$ cat src/rtl/sw_debounce_pkg.sv
// Shared types and default constants for the switch debouncer.
// The optional edge pulses are enabled by defining SW_DEBOUNCE_EDGE_EN.
package sw_debounce_pkg;

   typedef enum logic {
      STABLE  = 1'b0,
      PENDING = 1'b1
   } db_state_e;

   localparam int unsigned DEF_DEBOUNCE_CYCLES = 500000;
   localparam int unsigned DEF_SYNC_STAGES     = 2;

endpackage

$ cat src/rtl/sw_debounce_bit.sv
// One-bit debouncer: synchronizer, STABLE/PENDING state, stability counter, edge pulses.
// sw rise/fall pulses exist only when SW_DEBOUNCE_EDGE_EN is defined.
module sw_debounce_bit
   import sw_debounce_pkg::*;
#(
   parameter int unsigned DEBOUNCE_CYCLES = DEF_DEBOUNCE_CYCLES,
   parameter int unsigned SYNC_STAGES     = DEF_SYNC_STAGES,
   parameter logic        RESET_VAL       = 1'b0
) (
   input  logic clk,
   input  logic rst,
   input  logic raw,
   output logic level,
   output logic rise,
   output logic fall
);

   localparam int unsigned     CNT_W   = $clog2(DEBOUNCE_CYCLES);
   localparam logic [CNT_W-1:0] CNT_MAX = CNT_W'(DEBOUNCE_CYCLES - 1);

   logic [SYNC_STAGES-1:0] sync_q, sync_d;
   logic                   sync_bit;
   db_state_e              state_q, state_d;
   logic [CNT_W-1:0]       cnt_q, cnt_d;
   logic                   level_q, level_d;

   always_comb begin
      sync_d   = {sync_q[SYNC_STAGES-2:0], raw};
      sync_bit = sync_q[SYNC_STAGES-1];
   end

   always_comb begin
      state_d = state_q;
      cnt_d   = cnt_q;
      level_d = level_q;
      unique case (state_q)
         STABLE: begin
            if (sync_bit != level_q) begin
               state_d = PENDING;
               cnt_d   = CNT_W'(1);
            end else begin
               cnt_d = '0;
            end
         end
         PENDING: begin
            // A level matching the accepted one mid-count is a glitch: drop it.
            if (sync_bit == level_q) begin
               state_d = STABLE;
               cnt_d   = '0;
            end else if (cnt_q == CNT_MAX) begin
               state_d = STABLE;
               cnt_d   = '0;
               level_d = ~level_q;
            end else begin
               cnt_d = cnt_q + 1'b1;
            end
         end
      endcase
   end

   always_ff @(posedge clk) begin
      if (rst) begin
         sync_q  <= {SYNC_STAGES{RESET_VAL}};
         state_q <= STABLE;
         cnt_q   <= '0;
         level_q <= RESET_VAL;
      end else begin
         sync_q  <= sync_d;
         state_q <= state_d;
         cnt_q   <= cnt_d;
         level_q <= level_d;
      end
   end

   assign level = level_q;

`ifdef SW_DEBOUNCE_EDGE_EN
   logic rise_q, rise_d, fall_q, fall_d;

   // Pulses register alongside level_q so they coincide with the new output level.
   always_comb begin
      rise_d = ~level_q & level_d;
      fall_d = level_q & ~level_d;
   end

   always_ff @(posedge clk) begin
      if (rst) begin
         rise_q <= 1'b0;
         fall_q <= 1'b0;
      end else begin
         rise_q <= rise_d;
         fall_q <= fall_d;
      end
   end

   assign rise = rise_q;
   assign fall = fall_q;
`else
   assign rise = 1'b0;
   assign fall = 1'b0;
`endif

endmodule

$ cat src/rtl/sw_debounce.sv
// Multi-bit switch debouncer: WIDTH independent sw_debounce_bit instances.
// Edge pulses are compiled in only with SW_DEBOUNCE_EDGE_EN defined.
module sw_debounce
   import sw_debounce_pkg::*;
#(
   parameter int unsigned       WIDTH           = 3,
   parameter int unsigned       DEBOUNCE_CYCLES = DEF_DEBOUNCE_CYCLES,
   parameter int unsigned       SYNC_STAGES     = DEF_SYNC_STAGES,
   parameter logic [WIDTH-1:0]  RESET_VAL       = '0
) (
   input  logic             clk_clk,
   input  logic             reset_reset,
   input  logic [WIDTH-1:0] sw_raw,
   output logic [WIDTH-1:0] sw_external_connection_export,
   output logic [WIDTH-1:0] sw_rise,
   output logic [WIDTH-1:0] sw_fall
);

   for (genvar i = 0; i < WIDTH; i++) begin : g_bit
      sw_debounce_bit #(
         .DEBOUNCE_CYCLES (DEBOUNCE_CYCLES),
         .SYNC_STAGES     (SYNC_STAGES),
         .RESET_VAL       (RESET_VAL[i])
      ) u_bit (
         .clk   (clk_clk),
         .rst   (reset_reset),
         .raw   (sw_raw[i]),
         .level (sw_external_connection_export[i]),
         .rise  (sw_rise[i]),
         .fall  (sw_fall[i])
      );
   end

endmodule

$ cat config.mk
export PLATFORM = sky130hd
export DESIGN_NAME = sw_debounce
export DESIGN_NICKNAME = d
export VERILOG_FILES = /design/src/rtl/sw_debounce_pkg.sv /design/src/rtl/sw_debounce_bit.sv /design/src/rtl/sw_debounce.sv
export SDC_FILE = /design/constraint.sdc
export NUM_CORES = 1
export LEC_CHECK = 0
export ABC_CLOCK_PERIOD_IN_PS = 2300
export CAP_MARGIN = 20
export CORE_MARGIN = 10
export CORE_UTILIZATION = 53
export DETAILED_ROUTE_END_ITERATION = 6
export MAX_ROUTING_LAYER = met4
export PLACE_DENSITY = 0.75
export SLEW_MARGIN = 10
export SYNTH_ARGS = -nofsm -noshare
export SYNTH_HDL_FRONTEND = slang
export SYNTH_SLANG_ARGS = --single-unit
$ cat constraint.sdc
create_clock -name clk_clk -period 2.3 [get_ports clk_clk]
set_clock_uncertainty 0.15 [all_clocks]
set_input_delay 0.23 -clock clk_clk [delete_from_list [all_inputs] [get_ports clk_clk]]
set_output_delay 0.23 -clock clk_clk [all_outputs]
set_load 0.03 [all_outputs]
After elaboration in Yosys (flattened, before gate mapping)
Index checks and enable logic that the tools add are counted.
{ "totals": {"inputBits": 5, "output_inout_bits": 9, "regBits": 69} }
{ "classes": {"n_addsub": 3, "n_mux": 24, "bitwise": 9, "n_reduce_logical": 3, "n_eq_ne": 9} }
{ "op_table": {"columns": ["operator", "n"], "rows": [
  ["$mux W19", 6],
  ["$pmux W19 S2", 3],
  ["$add A19 B1 Y19 const B", 3],
  ["$eq A19 B19 Y1 const B", 3],
  ["$mux W1", 12],
  ["$not A1 Y1", 9],
  ["$reduce_and A3 Y1", 3],
  ["$pmux W1 S2", 3],
  ["$eq A1 B1 Y1", 3],
  ["$ne A1 B1 Y1", 3]
]} }

Depth between registers and ports, before layout
Gate-level depths: netlist of the first run.
{ "logic_depth": {"ltp_word": 4, "ltp_mapped": 7} }

Modules after synthesis
Synthesis of the first run repeated with hierarchy kept, for this count alone.
{ "unflattened": {"hier_cells": 348, "hier_area_um2": 3138.0} }
{ "by_module_without_submodules": {"columns": ["mod", "n_inst", "seq_area_each_um2", "cells_per_inst", "area_each_um2"], "rows": [
  ["sw_debounce_bit", 3, 460.4, 116, 1046.0]
]} }

Worst setup path after synthesis of the first run
OpenSTA, ideal clock, no wires.
{ "synth_timing": {"path_type": "register to register", "from": "register g_bit[2].u_bit.cnt_q[0]", "to": "register g_bit[2].u_bit.cnt_q[18]", "arrival_ps": 1711, "path_buffers": 0, "setup_ps": 66, "path_stages_with_launch": 6, "slack_ps": 373, "path_cell_list": "dfxtp_1 -> ha_1 -> nand4_4 -> or4_1 -> or3_1 -> a21oi_2"} }
{ "synth_via": {"elab_chain_len": 4, "word_cells_on_any_way": 5, "classes_between": "1 x add/sub; 1 x eq/ne; 3 x mux"} }
{ "synth_rtl": {"columns": ["element", "line_no", "source"], "rows": [
  ["start: declaration", "sw_debounce_bit.sv:24", "logic [CNT_W-1:0] cnt_q, cnt_d;"],
  ["start signal: assignment", "sw_debounce_bit.sv:70", "cnt_q <= cnt_d;"],
  ["$add A19 B1 Y19 or $eq A19 B19 Y1 (tied branches)", "sw_debounce_bit.sv:55, sw_debounce_bit.sv:50", null],
  ["$mux W19 *", "sw_debounce_bit.sv:50", "end else if (cnt_q == CNT_MAX) begin"],
  ["$mux W19 *", "sw_debounce_bit.sv:47", "if (sync_bit == level_q) begin"],
  ["$pmux W19 S2 *", "sw_debounce_bit.sv:36", "unique case (state_q)"]
]} }
Mark *: on every way between the ends. The rest lies on a longest branch, timed or not.
A chain may end at the register's enable or synchronous reset.

Final worst setup path of the first run
Same ends and word-level chain as after synthesis.

==> results.md, run 1 <==
- The run finished with clean final reports.
- The clock passes through at most 2 buffers.
- The register area share after synthesis is 0.430.
- The standard cell core area is 5890 sq um.
- The worst ir drop on vdd is 0.354 mV.
- The number of standard cells after synthesis is 366.
- The number of iterations in the first detailed-routing pass is 5.
- The root buffer cell chosen for the clock tree is clkbuf_8.
- The average via count per standard cell is 5.64.
- For this run, asynchronously set or reset flops after synthesis account for 0.
- The overall fraction of global-route tracks in use is 0.135.
- The critical path required time is 2430 ps.
- The top flip-flop cell by instance count after synthesis is dfxtp_1.
- The signal on the critical path passes through ha_1 -> nand4_4 -> or4_1 -> or3_1 -> a21oi_2.
- Leaving out fill and tap cells, the most frequent cell in the layout is dfxtp_1.
- The initial antenna violation count came to 0.
- Power spread over the standard cell area amounts to 627 nW/um^2.
- The library cells used most frequently in the layout, excluding fill and tap cells, are 69 x dfxtp_1, 56 x nor2_1, 29 x nand3_1.
- The final-report max-slew violation count is 0.
- The total routed wirelength is 6020 um.
- The static leakage is 1.07 nW.
- The iteration-0 DRC count of the detailed router is 112.
- The final period demand of the worst path is 2100 ps.
- The floorplan step set the die height to 97.8 um.
- The post-CTS setup repair buffer count is 0.
- TritonCTS created 9 clock buffers.
- The slowest stage of the critical path belongs to the cell or4_1.
- The Yosys warning count is 0.
- The H-tree was split into 3 levels.
- The number of distinct library cell variants in the gate-level netlist after synthesis is 45.
- The cell area after synthesis is 3210 sq um.
- From synthesis to final layout, the design area changed by 9.89%.
- The post-cts gate resize count is 0.
- The post-synthesis average cell area is 8.78 sq um.
- For this run the aggregate overflow at the end of global routing stands at 0.
- The die covers 9570 sq um.
- The number of sinks handled by clock tree synthesis is 69.
- For this configuration, the core starts out at a cell density of 0.546.
- The via count of the first global-routing pass is 2518.
- The final sum of negative setup slack is 0 ps.
- The die is 97.8 um wide.
- The final weighted congestion in routability-driven placement is 0.838.
- The HPWL after detailed placement is 4320 um.
- The floorplan has 28 rows.
- Entering global routing, the biggest net connects 19 pins.
- The ratio of cells with drive above 1 in the final layout is 0.0859.
- The final count of negative-setup-slack endpoints is 0.
- The detailed-route DRC error count is 0.
- The total design power is 2.21 mW.
- TritonCTS built the clock tree.
- The wire length per cell is 13.1 um.
- 14 I/O pins were placed.
- The number of antenna diodes in the final layout is 0.
- The number of failing hold endpoints at the final stage is 0.
- In this run, synthesis produced a sequential element count of 69.
- The fill cell total of the finished layout is 525.
- Hold repair after CTS inserted 0 buffers.
- The number of flops mapped to enable cells by yosys is 0.
- For the pin with the worst max-slew slack, the measured transition is 565 ps.
- The net count of the finished layout is 387.
- After routing the design area is 3530 sq um.
- In the final layout, the multi-input gates occupy 1700 sq um.
- The global-route wire length before repair is 10800 um.
- For this run, the number of standard cells in the final layout without fillers is 459.
- The count of buffers added on input and output ports is 7.
- The clock transition at the registers of the reported paths is 80 ps.
- The cell count after placement is 443.
- The maximum operating frequency is 476 MHz.
- STA classifies the critical path startpoint as a register.
- The path class of the tightest hold or removal check is reg2reg.
- In this run the remaining antenna-violating nets after routing total 0.
- The endpoint class of the critical path is a register.
- In this design, the stage delay of the slowest critical-path cell is 550 ps.
- The biggest fanout along the worst timing path is 6.
- The total via count in the routed design is 2590.
- STA puts the critical path data arrival time at 2230 ps.
- The count of max-cap constraint violations is 0.
- The share of the cycle needed by the critical path after routing is 0.913.
- Summing all flip-flop and latch instances after layout gives 1380 sq um.
- Setup repair after global routing left no endpoint under its margin.
- Summing all placed instances gives a cell area of 3340 sq um.
- The max-slew headroom at the worst pin is 0.620.
- The class of the most critical setup path is reg2reg.
- For the worst-skew pair, the clock arrives at the later sink with an insertion delay of 340 ps.
## worst paths after layout
kind | slack, ps | cells after the start | endpoint | start
hold reg to reg | 270 | 1 | g_bit[2].u_bit.sync_q[1] | g_bit[2].u_bit.sync_q[0]
setup reg to reg | 200 | 5 | g_bit[2].u_bit.cnt_q[18] | g_bit[2].u_bit.cnt_q[0]
setup / recovery | 200 | 5 | g_bit[2].u_bit.cnt_q[18] | g_bit[2].u_bit.cnt_q[0]
hold / removal | 270 | 1 | g_bit[2].u_bit.sync_q[1] | g_bit[2].u_bit.sync_q[0]
## metal layers
| layer | up-vias | global-route usage | wire (um) | share of wire |
|---|---|---|---|---|
| met2 | 34 | 0.217 | 2880 | 0.48 |
| met1 | 1230 | 0.152 | 2850 | 0.47 |
| li1 | 1318 | - | - | - |
| met5 | - | - | 0 | 0 |
| met3 | 8 | 0.0275 | 216 | 0.036 |
| met4 | 0 | 0.0783 | 70 | 0.012 |
## state kept, by name (all words and copies together) (netlist names)
| register | flops |
|---|---|
| g_bit.u_bit.level | 3 |
| g_bit.u_bit.cnt_q | 57 |
| g_bit.u_bit.state_q | 3 |
| g_bit.u_bit.sync_q | 6 |
## worst max-delay path, delay by kind of cell (launching register included)
kind,cells,cell delay (ps)
simple gates,3,1050
flops,1,400
fa+ha+maj,1,300
compound gates,1,150
## through the flow
step	hold WS [ps]	setup slack (ps)	util
after floorplan	149	373	-
after global placement	270	316	0.567
after detailed placement	270	228	0.567
after CTS	279	209	0.600
after global routing	307	111	0.600
final	273	199	0.600
## power by group
group	total [mW]	internal [mW]	leakage (nW)	switching (mW)
sequential	1.21	1.20	0.557	0.00467
combinational	0.0403	0.0150	0.413	0.0253
clock	0.965	0.528	0.0964	0.438
total	2.21	1.74	1.07	0.468
## layout make-up
type                    instances  share of cell area
clock buffers                  12              0.0411
clock inverters                 4              0.0135
inverters                      10              0.0106
multi-input cells             275               0.482
flip-flops and latches         69               0.391
well taps                      75              0.0266
repair buffers                 14              0.0347
## cells by family after synthesis
kind of cell    Yosys count  share of synthesized area
compound gates           31                     0.0678
xor+xnor                 44                      0.120
fa+ha+maj                 3                     0.0117
buf+inv                  27                     0.0460
flops                    69                      0.430
mux                       2                    0.00623
other cells               1                    0.00117
simple gates            189                      0.317
## synth_stat cells, drive strengths merged, types with 2 or more instances
library cell	n	area share
a211oi	2	0.0047
a21oi	11	0.018
a31o	2	0.0055
and3	6	0.012
and4	6	0.017
buf	15	0.031
clkbuf	2	0.0031
dfxtp	69	0.43
ha	3	0.012
inv	9	0.011
mux2i	2	0.0062
nand2	19	0.022
nand3	29	0.045
nand4	22	0.049
nor2	56	0.065
nor2b	8	0.016
nor3	9	0.014
nor4	13	0.027
nor4b	3	0.0082
nor4bb	2	0.0062
o21ai	6	0.011
o31ai	4	0.0093
or2	2	0.0039
or3	6	0.012
or4	5	0.012
xnor2	24	0.065
xor2	20	0.055
(Power assumes the default switching activity.)
==> inputs of run 2 (changes only) <==
--- a/config.mk
+++ b/config.mk
@@ -8,10 +8,11 @@
 export ABC_CLOCK_PERIOD_IN_PS = 2300
 export CAP_MARGIN = 20
 export CORE_MARGIN = 10
-export CORE_UTILIZATION = 53
+export CORE_UTILIZATION = 62
+export CTS_BUF_LIST = sky130_fd_sc_hd__clkbuf_2 sky130_fd_sc_hd__clkbuf_4 sky130_fd_sc_hd__clkbuf_8
 export DETAILED_ROUTE_END_ITERATION = 6
 export MAX_ROUTING_LAYER = met4
-export PLACE_DENSITY = 0.75
+export PLACE_DENSITY = 0.85
 export SLEW_MARGIN = 10
 export SYNTH_ARGS = -nofsm -noshare
 export SYNTH_HDL_FRONTEND = slang
==> run 2 against run 1 <==
Combinational power down 4%. Via count down 0.50%. Cell count down 0.87%. Worst setup slack better by 11 ps. Clock power up 6%. Non-clock buffer count up 1. Power up 2.4%. Maximum frequency up 0.55%. Hold slack better by 8.3 ps. First-iteration DRC count up 41%.
==> results.md, run 2 (same netlist as run 1, synthesis figures left out) <==
- Outcome: finished clean (unchanged).
- The wire length per cell was 13.4 um (was 13.1 um).
- The residual antenna-violating net count after detailed routing is 0 (unchanged).
- The number of standard cells in the layout, taps in and fillers out came to 455 (was 459).
- The number of buffers created by CTS was 9 (unchanged).
- The largest stage delay on the critical path was 550 ps (about the same).
- The final count of negative-setup-slack endpoints is 0 (unchanged).
- The number of sinks handled by clock tree synthesis is 69 (unchanged).
- The cell count after placement was 439 (was 443).
- The final period demand of the worst path is 2090 ps (was 2100 ps).
- Top flop regs: g_bit.u_bit.cnt_q (57), g_bit.u_bit.sync_q (6) (unchanged).
- The die boundary height is 92.0 um (was 97.8 um).
- The overall fraction of global-route tracks in use came to 0.159 (was 0.135).
- The clock latency at the later pin of the worst-skew pair was 350 ps (was 340 ps).
- The total via count in the routed design was 2577 (was 2590).
- The arrival time at the worst endpoint is 2220 ps (was 2230 ps).
- The static leakage is 1.08 nW (was 1.07 nW).
- The final sum of negative setup slack is 0 ps (unchanged).
- The sum of overflow across all layers after global routing was 0 (unchanged).
- The max-slew headroom at the worst pin was 0.635 (was 0.620).
- The starting density of the core was 0.633 (was 0.546).
- The cell family with the largest share of critical-path delay was simple AND/OR/NAND/NOR gates (unchanged).
- The floorplan die width is 92.0 um (was 97.8 um).
- The biggest fanout along the worst timing path came to 6 (unchanged).
- The number of iterations in the first detailed-routing pass came to 4 (was 5).
- The number of core rows is 26 (was 28).
- The global-route wire length before repair came to 11000 um (was 10800 um).
- The layout overhead on the synthesized area is 10.5% (was 9.89%).
- The post-CTS setup repair buffer count is 0 (unchanged).
- The combined buffer and inverter count along the critical path is 0 (unchanged).
- The initial antenna violation count is 0 (unchanged).
- The deepest level of the CTS H-tree came to 3 (unchanged).
- The clock tree buffer depth is 2 (unchanged).
- The clock transition at the registers of the reported paths is 70 ps (was 80 ps).
- Unrepaired setup endpoints after global routing: false (unchanged).
- The leading cell type in the layout, fill and taps excluded is dfxtp_1 (unchanged).
- The die footprint is 8460 sq um (was 9570 sq um).
- The hold-fix buffer count after cts is 0 (unchanged).
- Most frequent cells in the layout: 69 x dfxtp_1, 56 x nor2_1, 29 x nand3_1 (unchanged).
- The standard cell core area is 5070 sq um (was 5890 sq um).
- The cell with the largest stage delay on the worst path was or4_1 (unchanged).
- The worst slack at placement came to 258 ps (was 228 ps).
- The total routed wirelength came to 6090 um (was 6020 um).
- The detailed-route DRC error count is 0 (unchanged).
- The transition at the pin with the smallest max-transition slack is 543 ps (was 565 ps).
- The root buffer cell is clkbuf_8 (unchanged).
- The post-cts gate resize count came to 0 (unchanged).
- The maximum operating frequency is 479 MHz (was 476 MHz).
- The critical path required time came to 2430 ps (about the same).
- The register with the highest flop count is g_bit.u_bit.cnt_q (unchanged).
- The critical path launch point type is a register (unchanged).
- The total design power is 2.27 mW (was 2.21 mW).
- The number of failing hold endpoints at the final stage is 0 (unchanged).
- The final antenna diode count is 0 (unchanged).
- The class of the worst hold path is in2reg (was reg2reg).
- The CTS tree is built (unchanged).
- The ratio of cells with drive above 1 in the final layout is 0.0935 (was 0.0859).
- The worst ir drop on vdd came to 0.482 mV (was 0.354 mV).
- The post-placement cell area is 3340 sq um (about the same).
- The share of the cycle needed by the critical path after routing is 0.908 (was 0.913).
- Sequence of cells on the critical path: ha_1 -> nand4_4 -> or4_1 -> or3_1 -> a21oi_2 (unchanged).
- The final weighted congestion in routability-driven placement is 0.933 (was 0.838).
- The iteration-0 DRC count of the detailed router was 158 (was 112).
- The final-report max-slew violation count was 0 (unchanged).
- The ratio of total power to cell area was 638 nW/um^2 (was 627 nW/um^2).
- The number of port buffers came to 7 (unchanged).
- The count of nets after finishing is 388 (was 387).
- The number of I/O pins came to 14 (unchanged).
- The pin count of the biggest net entering global routing is 18 (was 19).
- The HPWL after detailed placement is 4290 um (was 4320 um).
- The average via count per standard cell is 5.66 (was 5.64).
- The flip-flop count of the largest register after layout was 57 (unchanged).
- The worst setup margin was 211 ps (was 199 ps).
- The endpoint class of the critical path is a register (unchanged).
- The count of max-cap constraint violations came to 0 (unchanged).
- The finished layout cell area is 3550 sq um (was 3530 sq um).
- The class of the most critical setup path is reg2reg (unchanged).
- The via count of the first global-routing pass came to 2541 (was 2518).
## run 2: cell count changes in the layout (fill, tap and decap cells not counted), sizes merged
cell	delta
buf	+1
clkbuf	-1
clkinvlp	+1
## run 2: final cells by class
cell class | instances | area, sq um
fill | 437 | 1530
inverter | 10 | 37.5
sequential | 69 | 1380
timing repair buffer | 15 | 130
clock buffer | 11 | 151
clock inverter | 5 | 58.8
tap | 70 | 87.6
multi-input combinational | 275 | 1700
## run 2: power by group
part	internal, mW	total, mW	leakage (nW)	switching [mW]
clock	0.559	1.02	0.102	0.461
combinational	0.0139	0.0386	0.418	0.0247
sequential	1.20	1.21	0.557	0.00454
total	1.77	2.27	1.08	0.490
## run 2: stage by stage
stage                     utilization  hold slack (ps)
final                           0.699              281
after global routing            0.699              272
after CTS                       0.699              269
after detailed placement        0.658              280
after global placement          0.658              269
after floorplan                     -              149
## run 2: worst paths after layout
check                                         startpoint                        to  slack [ps]  cells after the start
worst max-delay path             g_bit[2].u_bit.cnt_q[0]  g_bit[2].u_bit.cnt_q[18]         210                      5
worst min-delay path                           sw_raw[0]  g_bit[0].u_bit.sync_q[0]         280                      2
worst max register to register   g_bit[2].u_bit.cnt_q[0]  g_bit[2].u_bit.cnt_q[18]         210                      5
worst min register to register  g_bit[2].u_bit.sync_q[0]  g_bit[2].u_bit.sync_q[1]         290                      1
## run 2: metal layers
layer | wire length, um | up-vias | track usage
met4 | 87 | 0 | 0.0553
met5 | 0 | - | -
met2 | 2960 | 47 | 0.259
li1 | - | 1315 | -
met1 | 2790 | 1205 | 0.179
met3 | 249 | 10 | 0.0513
==> inputs of run 3 (changes only) <==
--- a/config.mk
+++ b/config.mk
@@ -5,14 +5,15 @@
 export SDC_FILE = /design/constraint.sdc
 export NUM_CORES = 1
 export LEC_CHECK = 0
+export ABC_AREA = 1
 export ABC_CLOCK_PERIOD_IN_PS = 2300
 export CAP_MARGIN = 20
 export CORE_MARGIN = 10
-export CORE_UTILIZATION = 62
+export CORE_UTILIZATION = 63
 export CTS_BUF_LIST = sky130_fd_sc_hd__clkbuf_2 sky130_fd_sc_hd__clkbuf_4 sky130_fd_sc_hd__clkbuf_8
 export DETAILED_ROUTE_END_ITERATION = 6
 export MAX_ROUTING_LAYER = met4
-export PLACE_DENSITY = 0.85
+export PLACE_DENSITY = 0.86
 export SLEW_MARGIN = 10
 export SYNTH_ARGS = -nofsm -noshare
 export SYNTH_HDL_FRONTEND = slang
==> run 3 against run 2 <==
Hold slack worse by 28 ps. Cell count is 35% higher. Wire length is 10% higher. Core utilization is 0.33 points lower. Synthesized cell count is 44% higher. Clock-buffer cell count stayed put. Power is 2.0% lower. Synthesized area is 10% higher. Critical path type is now reg2out. Largest power group unchanged. Highest routed layer unchanged.
==> results.md, run 3 <==
- Outcome: finished clean (unchanged).
- The relative contribution of sequential cells to total power was 0.544 (was 0.532).
- The iteration-0 DRC count of the detailed router was 176 (was 158).
- The switching part of the total power is 0.212 (was 0.217).
- The sum of overflow across all layers after global routing is 0 (unchanged).
- The ratio of total power to cell area is 583 nW/um^2 (was 638 nW/um^2).
- The final count of negative-setup-slack endpoints came to 0 (unchanged).
- The deepest level of the CTS H-tree is 3 (unchanged).
- The residual antenna-violating net count after detailed routing is 0 (unchanged).
- The count of nets after finishing is 547 (was 388).
- The worst setup margin is 485 ps (was 211 ps).
- The portion of total power attributed to the clock network is 0.439 (was 0.451).
- The capture instance of the worst register-to-register path was g_bit[0].u_bit.cnt_q[10] (was g_bit[2].u_bit.cnt_q[18]).
- The total routed wirelength came to 6710 um (was 6090 um).
- The clock transition at the registers of the reported paths is 70 ps (about the same).
- The endpoint class of the critical path is an output pin (was register).
- The class of the worst hold path is in2reg (unchanged).
- The number of port buffers is 7 (unchanged).
- The final weighted congestion in routability-driven placement is 0.965 (was 0.933).
- The CTS tree was built (unchanged).
- The total design power was 2.22 mW (was 2.27 mW).
- The clock latency at the later pin of the worst-skew pair came to 340 ps (was 350 ps).
- The post-synthesis average cell area is 6.69 sq um (was 8.78 sq um).
- The biggest fanout along the worst timing path is 3 (was 6).
- The most frequently used cell type in the post-synthesis netlist is nand2_1 (was dfxtp_1).
- The critical hold path startpoint was sw_raw[0] (unchanged).
- The clock tree buffer depth was 2 (unchanged).
- The sequential cell area was 1380 sq um (unchanged).
- The number of standard cells after synthesis came to 528 (was 366).
- The number of cell instances on the worst register-to-register path was 6 (was 5).
- The leading cell type in the layout, fill and taps excluded is nand2_1 (was dfxtp_1).
- The number of I/O pins was 14 (unchanged).
- The root buffer cell is clkbuf_8 (unchanged).
- The detailed-route DRC error count came to 0 (unchanged).
- The number of distinct library cell variants in the gate-level netlist after synthesis is 30 (was 45).
- The reg-to-reg setup timing slack came to 490 ps (was 210 ps).
- Top cells by count, synth: 131 x nand2_1, 113 x nor2_1, 71 x inv_1 (was 69 x dfxtp_1, 56 x nor2_1, 29 x nand3_1).
- The average via count per standard cell is 5.03 (was 5.66).
- The share of synthesized area spent on multiplexers came to 0 (was 0.00623).
- The share of the cycle needed by the critical path after routing is 0.789 (was 0.908).
- The internal power consumption was 1.75 mW (was 1.77 mW).
- The combined buffer and inverter count along the critical path was 1 (was 0).
- The layout overhead on the synthesized area was 7.79% (was 10.5%).
- The cell family with the largest share of critical-path delay is buffers and inverters (was simple AND/OR/NAND/NOR gates).
- Top flop regs: g_bit.u_bit.cnt_q (57), g_bit.u_bit.sync_q (6) (unchanged).
- The number of failing hold endpoints at the final stage is 0 (unchanged).
- The share of the synthesized netlist area taken by xor and xnor gates is 0.0719 (was 0.120).
- The cell area after synthesis came to 3530 sq um (was 3210 sq um).
- The number of core rows is 27 (was 26).
- The register area share after synthesis is 0.391 (was 0.430).
- The arrival time at the worst endpoint is 1440 ps (was 2220 ps).
- The die boundary height was 94.9 um (was 92.0 um).
- Sequence of cells on the critical path: clkdlybuf4s50_1 (was ha_1 -> nand4_4 -> or4_1 -> or3_1 -> a21oi_2).
- The combinational fraction of design power is 0.017 (about the same).
- Unrepaired setup endpoints after global routing: false (unchanged).
- The overall fraction of global-route tracks in use came to 0.164 (was 0.159).
- The floorplan die width came to 94.9 um (was 92.0 um).
- The largest stage delay on the critical path is 700 ps (was 550 ps).
- The worst ir drop on vdd came to 0.468 mV (was 0.482 mV).
- The number of logic stages on the critical path including buffering was 1 (was 5).
- The standard cell core area is 5470 sq um (was 5070 sq um).
- The top flip-flop cell by instance count after synthesis is dfxtp_1 (unchanged).
- The post-CTS setup repair buffer count is 0 (unchanged).
- The number of sinks handled by clock tree synthesis came to 69 (unchanged).
- The terminating pin of the worst hold path was g_bit[0].u_bit.sync_q[0] (unchanged).
- The register with the highest flop count was g_bit.u_bit.cnt_q (unchanged).
- The final period demand of the worst path came to 1820 ps (was 2090 ps).
- The Yosys warning count is 0 (unchanged).
- The total via count in the routed design is 3098 (was 2577).
- The proportion of register bits with asynchronous set or reset after synthesis was 0 (unchanged).
- The adder and majority cell fraction of the synthesized area was 0.0106 (was 0.0117).
- The static leakage is 1.35 nW (was 1.08 nW).
- The compound-cell area share of the yosys netlist came to 0.0503 (was 0.0678).
- The number of cells traversed by the worst hold path was 3 (was 2).
- The launch point of the critical path is g_bit[1].u_bit.level (was g_bit[2].u_bit.cnt_q[0]).
- Most frequent cells in the layout: 131 x nand2_1, 113 x nor2_1, 71 x inv_1 (was 69 x dfxtp_1, 56 x nor2_1, 29 x nand3_1).
- The HPWL after detailed placement was 4960 um (was 4290 um).
- The net switching power of the design came to 0.472 mW (was 0.490 mW).
- The worst slack at placement is 449 ps (was 258 ps).
- The fill cell total of the finished layout is 493 (was 437).
- The final sum of negative setup slack is 0 ps (unchanged).
- The final-report max-slew violation count is 0 (unchanged).
- The maximum operating frequency is 551 MHz (was 479 MHz).
- The combinational family with the most area after synthesis was simple AND/OR/NAND/NOR gates (unchanged).
- The wire length per cell is 10.9 um (was 13.4 um).
- The cell taking the most area after synthesis is dfxtp_1 (unchanged).
- The cell with the largest stage delay on the worst path is clkdlybuf4s50_1 (was or4_1).
- The die footprint came to 9000 sq um (was 8460 sq um).
- The basic-gate share of the synthesized area counting and, or, nand and nor cells came to 0.365 (was 0.317).
- The flip-flop and latch count after synthesis is 69 (unchanged).
- The via count of the first global-routing pass is 2874 (was 2541).
- The hold-fix buffer count after cts is 0 (unchanged).
- The critical path launch point type is a register (unchanged).
- The global-route wire length before repair came to 11800 um (was 11000 um).
- The total area of multi-input combinational cells is 1780 sq um (was 1700 sq um).
- The proportion of netlist area held by the largest area contributor was 0.391 (was 0.430).
- The number of flops mapped to enable cells by yosys is 0 (unchanged).
- The critical path required time is 1920 ps (was 2430 ps).
- The ratio of cells with drive above 1 in the final layout is 0.0588 (was 0.0935).
- The initial antenna violation count was 0 (unchanged).
- The final antenna diode count is 0 (unchanged).
- Leading post-synthesis cells by cell area: dfxtp_1 39%, nand2_1 14%, nor2_1 12% (was dfxtp_1 43%, nor2_1 6.5%, xnor2_1 6.5%).
- The post-cts gate resize count is 0 (unchanged).
- The starting density of the core is 0.646 (was 0.633).
- The class of the most critical setup path was reg2out (was reg2reg).
- The number of buffers created by CTS was 9 (unchanged).
- The flip-flop count of the largest register after layout is 57 (unchanged).
- The number of iterations in the first detailed-routing pass is 4 (unchanged).
- The startpoint of the lowest-slack register-to-register path is g_bit[0].u_bit.cnt_q[0] (was g_bit[2].u_bit.cnt_q[0]).
- The count of max-cap constraint violations is 0 (unchanged).
- The pin count of the biggest net entering global routing was 17 (was 18).
run 3: changes by cell type after synthesis, moves of 6 or more:
cell     previous run  this run
nor4_1             12         0
nor2b_1             8         0
xnor2_1            24         7
nand4_1            20        13
inv_1               9        71
nand2_1            19       131
nor2_1             56       113
a21oi_1            10        21
or3_1               6         0
run 3: power groups by stage:
stage | sequential [mW] | combinational [mW] | clock (mW)
floorplan | 1.23 | 0.0358 | 0
global placement | 1.23 | 0.0359 | 0
detailed placement | 1.23 | 0.0369 | 0
CTS | 1.21 | 0.0373 | 0.988
global route | 1.21 | 0.0418 | 1.05
finish | 1.21 | 0.0378 | 0.975
run 3: layout make-up:
| cell class | instances | area share |
|---|---|---|
| clock buffers | 11 | 0.0381 |
| clock inverters | 5 | 0.0131 |
| inverters | 73 | 0.0723 |
| multi-input cells | 377 | 0.468 |
| flip-flops and latches | 69 | 0.363 |
| well taps | 72 | 0.0237 |
| repair buffers | 9 | 0.0223 |
run 3: per-stage QoR:
stage / util / instance area (sq um) / cells / hold WS (ps)
floorplan: - / 3550 / 533 / 187
global placement: 0.660 / 3610 / 600 / 240
detailed placement: 0.660 / 3610 / 600 / 251
CTS: 0.696 / 3810 / 616 / 251
global route: 0.696 / 3810 / 616 / 268
finish: 0.696 / 3810 / 616 / 253
run 3: cells by family after synthesis:
logic type      Yosys count
compound gates           33
xor+xnor                 29
fa+ha+maj                 3
buf+inv                  87
flops                    69
other cells               1
simple gates            306
run 3: how the worst max path moves through the flow:
stage | to | slack (ps)
finish | sw_external_connection_export[1] | 480
global placement | g_bit[2].u_bit.cnt_q[13] | 480
detailed placement | g_bit[2].u_bit.cnt_q[10] | 450
CTS | sw_external_connection_export[1] | 470
floorplan | g_bit[2].u_bit.cnt_q[11] | 690
global route | g_bit[0].u_bit.cnt_q[13] | 320
run 3: worst reg2reg max path: cells and delay by family (launching register included):
kind | cells | cell delay, ps
adders and majority gates | 1 | 230
buffers and inverters | 1 | 360
AOI/OAI and AO/OA | 1 | 100
DFF | 1 | 360
and+or+nand+nor | 3 | 480
run 3: per-layer routing:
metal	vias up	GRT usage	wire [um]
li1	1638	-	-
met3	9	0.0373	253
met5	-	-	0
met1	1399	0.193	3190
met4	0	0.0698	87
met2	52	0.263	3180
